`src/rtl/mem_port_arbiter.sv`:
```
// mem_port_arbiter
//   Shares one memory port between an instruction-fetch requester (if_*)
//   and a data-memory requester (dm_*). A pending request is granted
//   combinationally while idle. Address, write enable and write data are
//   registered at the grant edge. The port then stays busy until mem_ready
//   arrives or the timeout expires. Completion is signalled by a one-cycle
//   *_valid pulse to the owner. On a timeout, err pulses alongside that
//   *_valid.
//
// Parameters
//   AW             address width
//   DW             data width
//   TIMEOUT_CYCLES busy cycles allowed without mem_ready (>= 1)
//
// Ports
//   clk, rst_n                      clock (rising edge), async active-low reset
//   if_req, if_addr                 fetch request and address
//   if_gnt, if_valid, if_rdata      fetch grant, completion, instruction word
//   dm_req, dm_we, dm_addr, dm_wdata  data request, write enable, addr, data
//   dm_gnt, dm_valid, dm_rdata      data grant, completion, load data
//   mem_req, mem_we, mem_addr,
//   mem_wdata, mem_rdata, mem_ready shared memory port
//   stall                           processor freeze
//   err                             timeout pulse (together with *_valid)
//
// Configuration
//   MEM_ARB_RR_EN  when defined, ties are broken round-robin (dm wins the
//                  first tie after reset); otherwise dm always beats fetch.
module mem_port_arbiter #(
  parameter int AW             = 32,
  parameter int DW             = 32,
  parameter int TIMEOUT_CYCLES = 16
) (
  input  logic          clk,
  input  logic          rst_n,
  input  logic          if_req,
  input  logic [AW-1:0] if_addr,
  output logic          if_gnt,
  output logic          if_valid,
  output logic [DW-1:0] if_rdata,
  input  logic          dm_req,
  input  logic          dm_we,
  input  logic [AW-1:0] dm_addr,
  input  logic [DW-1:0] dm_wdata,
  output logic          dm_gnt,
  output logic          dm_valid,
  output logic [DW-1:0] dm_rdata,
  output logic          mem_req,
  output logic          mem_we,
  output logic [AW-1:0] mem_addr,
  output logic [DW-1:0] mem_wdata,
  input  logic [DW-1:0] mem_rdata,
  input  logic          mem_ready,
  output logic          stall,
  output logic          err
);

  localparam int CW = $clog2(TIMEOUT_CYCLES + 1);

  typedef enum logic [1:0] {
    IDLE    = 2'd0,
    BUSY_IF = 2'd1,
    BUSY_DM = 2'd2
  } state_e;

  state_e        state_q, state_d;
  logic [AW-1:0] memAddr_q, memAddr_d;
  logic          memWe_q, memWe_d;
  logic [DW-1:0] memWdata_q, memWdata_d;
  logic [DW-1:0] ifRdata_q, ifRdata_d;
  logic [DW-1:0] dmRdata_q, dmRdata_d;
  logic          ifValid_q, ifValid_d;
  logic          dmValid_q, dmValid_d;
  logic          err_q, err_d;
  logic [CW-1:0] cnt_q, cnt_d;
  logic          grantIf, grantDm;

`ifdef MEM_ARB_RR_EN
  // Remembers who won the last grant; reset value "fetch" lets dm win first.
  logic          lastDm_q, lastDm_d;
`endif

  // Arbitration: grants are only issued while idle, at most one at a time.
  always_comb begin
    grantIf = 1'b0;
    grantDm = 1'b0;
    if (state_q == IDLE) begin
`ifdef MEM_ARB_RR_EN
      if (dm_req && if_req) begin
        grantDm = !lastDm_q;
        grantIf = lastDm_q;
      end else begin
        grantDm = dm_req;
        grantIf = if_req;
      end
`else
      grantDm = dm_req;
      grantIf = if_req && !dm_req;
`endif
    end
  end

`ifdef MEM_ARB_RR_EN
  always_comb begin
    lastDm_d = lastDm_q;
    if (grantDm) lastDm_d = 1'b1;
    else if (grantIf) lastDm_d = 1'b0;
  end
`endif

  // Next-state logic. Completion (mem_ready) takes precedence over the
  // timeout, so a response arriving in the last allowed cycle still counts.
  always_comb begin
    state_d    = state_q;
    memAddr_d  = memAddr_q;
    memWe_d    = memWe_q;
    memWdata_d = memWdata_q;
    ifRdata_d  = ifRdata_q;
    dmRdata_d  = dmRdata_q;
    ifValid_d  = 1'b0;
    dmValid_d  = 1'b0;
    err_d      = 1'b0;
    cnt_d      = cnt_q;
    case (state_q)
      IDLE: begin
        cnt_d = '0;
        if (grantDm) begin
          state_d    = BUSY_DM;
          memAddr_d  = dm_addr;
          memWe_d    = dm_we;
          memWdata_d = dm_wdata;
        end else if (grantIf) begin
          state_d    = BUSY_IF;
          memAddr_d  = if_addr;
          memWe_d    = 1'b0;
          memWdata_d = '0;
        end
      end
      BUSY_IF, BUSY_DM: begin
        if (mem_ready) begin
          state_d = IDLE;
          cnt_d   = '0;
          if (state_q == BUSY_IF) begin
            ifValid_d = 1'b1;
            ifRdata_d = mem_rdata;
          end else begin
            dmValid_d = 1'b1;
            dmRdata_d = memWe_q ? '0 : mem_rdata;
          end
        end else if (cnt_q == CW'(TIMEOUT_CYCLES - 1)) begin
          state_d = IDLE;
          cnt_d   = '0;
          err_d   = 1'b1;
          if (state_q == BUSY_IF) begin
            ifValid_d = 1'b1;
            ifRdata_d = '0;
          end else begin
            dmValid_d = 1'b1;
            dmRdata_d = '0;
          end
        end else begin
          cnt_d = cnt_q + CW'(1);
        end
      end
      default: state_d = IDLE;
    endcase
  end

  // State and datapath registers; reset aborts any transaction in flight.
  always_ff @(posedge clk or negedge rst_n) begin
    if (!rst_n) begin
      state_q    <= IDLE;
      memAddr_q  <= '0;
      memWe_q    <= 1'b0;
      memWdata_q <= '0;
      ifRdata_q  <= '0;
      dmRdata_q  <= '0;
      ifValid_q  <= 1'b0;
      dmValid_q  <= 1'b0;
      err_q      <= 1'b0;
      cnt_q      <= '0;
`ifdef MEM_ARB_RR_EN
      lastDm_q   <= 1'b0;
`endif
    end else begin
      state_q    <= state_d;
      memAddr_q  <= memAddr_d;
      memWe_q    <= memWe_d;
      memWdata_q <= memWdata_d;
      ifRdata_q  <= ifRdata_d;
      dmRdata_q  <= dmRdata_d;
      ifValid_q  <= ifValid_d;
      dmValid_q  <= dmValid_d;
      err_q      <= err_d;
      cnt_q      <= cnt_d;
`ifdef MEM_ARB_RR_EN
      lastDm_q   <= lastDm_d;
`endif
    end
  end

  // mem_req/mem_we derive from state so an async reset drops them at once.
  assign if_gnt    = grantIf;
  assign dm_gnt    = grantDm;
  assign if_valid  = ifValid_q;
  assign dm_valid  = dmValid_q;
  assign if_rdata  = ifRdata_q;
  assign dm_rdata  = dmRdata_q;
  assign err       = err_q;
  assign mem_req   = (state_q != IDLE);
  assign mem_we    = (state_q == BUSY_DM) && memWe_q;
  assign mem_addr  = memAddr_q;
  assign mem_wdata = memWdata_q;
  assign stall     = ((if_req || dm_req) || (state_q != IDLE)) && !(ifValid_q || dmValid_q);

endmodule

```
`config.mk`:
```
export PLATFORM = sky130hd
export DESIGN_NAME = mem_port_arbiter
export DESIGN_NICKNAME = d
export VERILOG_FILES = /design/src/rtl/mem_port_arbiter.sv
export SDC_FILE = /design/constraint.sdc
export NUM_CORES = 1
export LEC_CHECK = 0
export BUFFER_PORTS_ARGS = -buffer_cell sky130_fd_sc_hd__buf_2
export CAP_MARGIN = 10
export CORE_AREA = 8 8 121 123
export CTS_CLUSTER_DIAMETER = 50
export DETAILED_ROUTE_END_ITERATION = 6
export DIE_AREA = 0 0 129 131
export GPL_ROUTABILITY_DRIVEN = 0
export PLACE_DENSITY = 0.77
export REMOVE_ABC_BUFFERS = 1
export SLEW_MARGIN = 5
export SYNTH_ARGS = -nofsm -noshare
export SYNTH_HDL_FRONTEND = slang
export SYNTH_SLANG_ARGS = --single-unit
export TNS_END_PERCENT = 10
```
`constraint.sdc`:
```
create_clock -name clk -period 1.9 [get_ports clk]
set_input_delay 0.095 -clock clk [delete_from_list [all_inputs] [get_ports clk]]
set_output_delay 0.095 -clock clk [all_outputs]
set_load 0.02 [all_outputs]
```
==> results.toml <==
[sta]
slew-limit-headroom_pct = 40.37
worstMarginPinSlew_ns = 0.8911
final_critical_path_setup_slack_ns = -0.07400
period_share_pct = 103.9
timing.final.setup_violations = 32
grt_setup_unrepaired = "yes"
final_hold_viol_count = 0
final.setup.tns_ns = -0.9643
timing.final.crit_period_ns = 1.974
fin_skew_ns = 0.006408
finalMaxSlewViolations = 0
timing.hold.ws_ns = 0.01639
highest_clock_rate_mhz = 506.6

[grt]
grt_start_max_net_pins = 69
wire_length_of_the_first_global_routing_pass_mm = 31.73
global_route.usage.met1_pct = 25.03
met2_usage_pct = 42.06
global_route.overflow_total = 0
number_of_global_route_vias_before_repair = 6183
antenna_found_initial = 2
use_met3_pct = 6.209
grt_use_total_pct = 24.34
grt.busiest_layer = "met2"

[clocking]
clock_latency_ns = 0.41
cts_buffers = 17
cts.htree.levels = 4
clkSinkCount = 139
max-clock-path-buffers = 2
post_cts_buffers = 0
tritoncts = "yes"
clock_slew_at_reported_path_ffs_ns = 0.06
cts.root.buffer_cell = "sky130_fd_sc_hd__clkbuf_16"

[synthesis]
postSynthRegisterBits = 139
synth_top_cell_area_share_pct = 62.00
synthFlopType = "sky130_fd_sc_hd__dfrtp_1"
gate_count_of_the_mapped_netlist = 426
synthesis.area_mm2 = 0.005610
ys_seq_area_share_pct = 62.00
synthesis.area_per_instance_um2 = 13.17
synthTopCellsByArea = "sky130_fd_sc_hd__dfrtp_1 (62%), sky130_fd_sc_hd__a32o_1 (11%), sky130_fd_sc_hd__o22ai_1 (7.2%), sky130_fd_sc_hd__a22o_1 (5.3%), sky130_fd_sc_hd__a21oi_1 (2.9%)"
ys.warnings.count = 0
ys_async_sr_fraction_pct = 100.0
post-synth-top-area-cell = "sky130_fd_sc_hd__dfrtp_1"
number_of_enable_flip_flop_cells_after_synthesis = 0
synth_cell_types = 37

[final_layout]
post_route_cells_drive_above_1_share_pct = 41.62
fin_area_mm2 = 0.008904
final.fill_count = 856
leading_cell_types_in_the_layout_fill_and_taps_excluded = "sky130_fd_sc_hd__buf_2 (267), sky130_fd_sc_hd__dfrtp_1 (139), sky130_fd_sc_hd__dlygate4sd3_1 (118), sky130_fd_sc_hd__o22ai_1 (65), sky130_fd_sc_hd__a32o_1 (57)"
final_net_count = 944
mostFrequentLayoutCell = "sky130_fd_sc_hd__buf_2"
areaGrowthSynthToFinish_pct = 58.70
final_core_utilization_pct = 69.15

[pwr]
power_frac_clock_pct = 21.1
p_switching_w = 0.006368
pwr-share-comb_pct = 45.1
sw_frac_of_total_pct = 41.24
power.internal_w = 0.009072
totalPowerFinal_w = 0.01544
sequential_fraction_of_design_power_pct = 33.7
leakagePower_nw = 4.364
peakVddDrop_v = 0.0009462
powerDensity_mw_per_mm2 = 1734

[place]
place.port_buffers = 269
dpl-instance-area_mm2 = 0.007077
place.detailed.hpwl_mm = 12.79

[worst_hold_path]
hold_path_class = "in -> reg"

[floorplanning]
placeable_core_region_mm2 = 0.01287
floorplan.io_pins = 270
die-width_um = 129
die_area_mm2 = 0.01690
die_y_um = 131
floorplan.initialDensity_pct = 43.58
placementRows = 42

[worst_setup_path]
timing.setup.critical_path_class = "reg -> reg"
end_kind = "flop"
setup.reg_to_reg.worst_slack_ns = -0.07
required_time_at_the_worst_slack_endpoint_ns = 2.25
crit_fanout = 32
startpoint_type = "flop"
timing.critical_path.arrival_ns = 2.32

[detailed_routing]
post_drt_via_cell_ratio = 5.740
remaining_drc_errors = 0
wl_per_cell_um = 21.13
route.vias.total = 5711
routed_wirelength_mm = 21.03
ant_nets = 0
drt_iter0_markers = 422
firstDrtPassIters = 5

[run_status]
violated_checks = "negative setup slack"
status = "finished, violations left"

[flow_run]
cap_viol_max_count = 0
-- worst max-delay path, stage by stage, from the launching register on --
cell and delay (ns):
sky130_fd_sc_hd__dfrtp_1 0.36, sky130_fd_sc_hd__inv_2 0.07, sky130_fd_sc_hd__ha_4 0.30, sky130_fd_sc_hd__nor2b_4 0.18, sky130_fd_sc_hd__nor2b_4 0.68, sky130_fd_sc_hd__a32o_2 0.31
-- final timing paths --
| kind | startpoint | cells after the start | endpoint |
|---|---|---|---|
| worst max register to register | state_q[0] | 5 | dm_rdata[17] |
| worst max-delay path | state_q[0] | 5 | dm_rdata[17] |
| max in group asynchronous | rst_n | 3 | if_rdata[5] |
| worst min-delay path | if_addr[5] | 3 | mem_addr[5] |
| min in group asynchronous | rst_n | 2 | dm_rdata[4] |
| worst min register to register | if_rdata[5] | 1 | if_rdata[5] |
-- sequential cells by signal, indices dropped and copies added, names as in the netlist, 2 cells and up --
name,count
cnt_q,5
dm_rdata,32
if_rdata,32
mem_addr,32
mem_wdata,32
state_q,2
-- metrics by stage --
step | setup slack, ns | std cells
floorplan | -0.8825 | 381
global placement | -0.03827 | 844
detailed placement | -0.1327 | 844
CTS | -0.05151 | 993
global route | -0.1443 | 995
finish | -0.07400 | 995
-- power by group through the flow --
stage                     clock network, W  logic, W  registers [W]
after floorplan                          0   0.00239        0.00663
after global placement                   0   0.00637        0.00510
after detailed placement                 0   0.00657        0.00514
after CTS                          0.00331   0.00685        0.00513
after global routing               0.00343   0.00740        0.00534
final                              0.00326   0.00697        0.00521
-- Yosys cell counts, types with 2 or more instances --
| cell | count |
|---|---|
| sky130_fd_sc_hd__inv_1 | 6 |
| sky130_fd_sc_hd__dfrtp_1 | 139 |
| sky130_fd_sc_hd__buf_8 | 3 |
| sky130_fd_sc_hd__buf_6 | 7 |
| sky130_fd_sc_hd__a21oi_1 | 32 |
| sky130_fd_sc_hd__nand2b_1 | 2 |
| sky130_fd_sc_hd__o21ai_1 | 4 |
| sky130_fd_sc_hd__nor2b_4 | 2 |
| sky130_fd_sc_hd__a22o_1 | 34 |
| sky130_fd_sc_hd__nand2_1 | 5 |
| sky130_fd_sc_hd__and2_1 | 2 |
| sky130_fd_sc_hd__buf_2 | 22 |
| sky130_fd_sc_hd__buf_1 | 6 |
| sky130_fd_sc_hd__nor2_1 | 2 |
| sky130_fd_sc_hd__o22ai_1 | 65 |
| sky130_fd_sc_hd__o21ai_4 | 2 |
| sky130_fd_sc_hd__a32o_1 | 63 |
| sky130_fd_sc_hd__ha_1 | 5 |
| sky130_fd_sc_hd__clkbuf_1 | 7 |
-- logic make-up after synthesis --
family | synth area share (%)
adder cells (fa/ha/maj) | 1.115
flip-flops | 62.00
AO/OA/AOI/OAI | 28.52
buffers and inverters | 5.509
multiplexers | 0.1784
AND/OR/NAND/NOR | 2.676
-- per-layer routing --
| metal | vias to the layer above | wire length (um) |
|---|---|---|
| met5 | - | 0 |
| met4 | 0 | 1188 |
| met3 | 96 | 1495 |
| met2 | 360 | 11000 |
| met1 | 2790 | 7346 |
| li1 | 2465 | - |
-- final cells by class --
class,count,area (um2),share of cell area [%]
diodes,2,5.005,0.05621
clock buffers,21,470.5,5.284
flip-flops and latches,139,3478,39.07
inverters,7,28.78,0.3232
repair buffers,405,2716,30.51
multi-input cells,235,1867,20.97
clock inverters,10,117.6,1.321
well taps,176,220.2,2.473
-- repair_timing --
item                                   4_1_cts  5_1_grt
hold buffers                               118        0
pin swaps                                    8       12
endpoints found under the hold margin      178        0
setup endpoints to repair                   34       67
resized for setup                            5       12
Power figures use the tool's default switching activity.
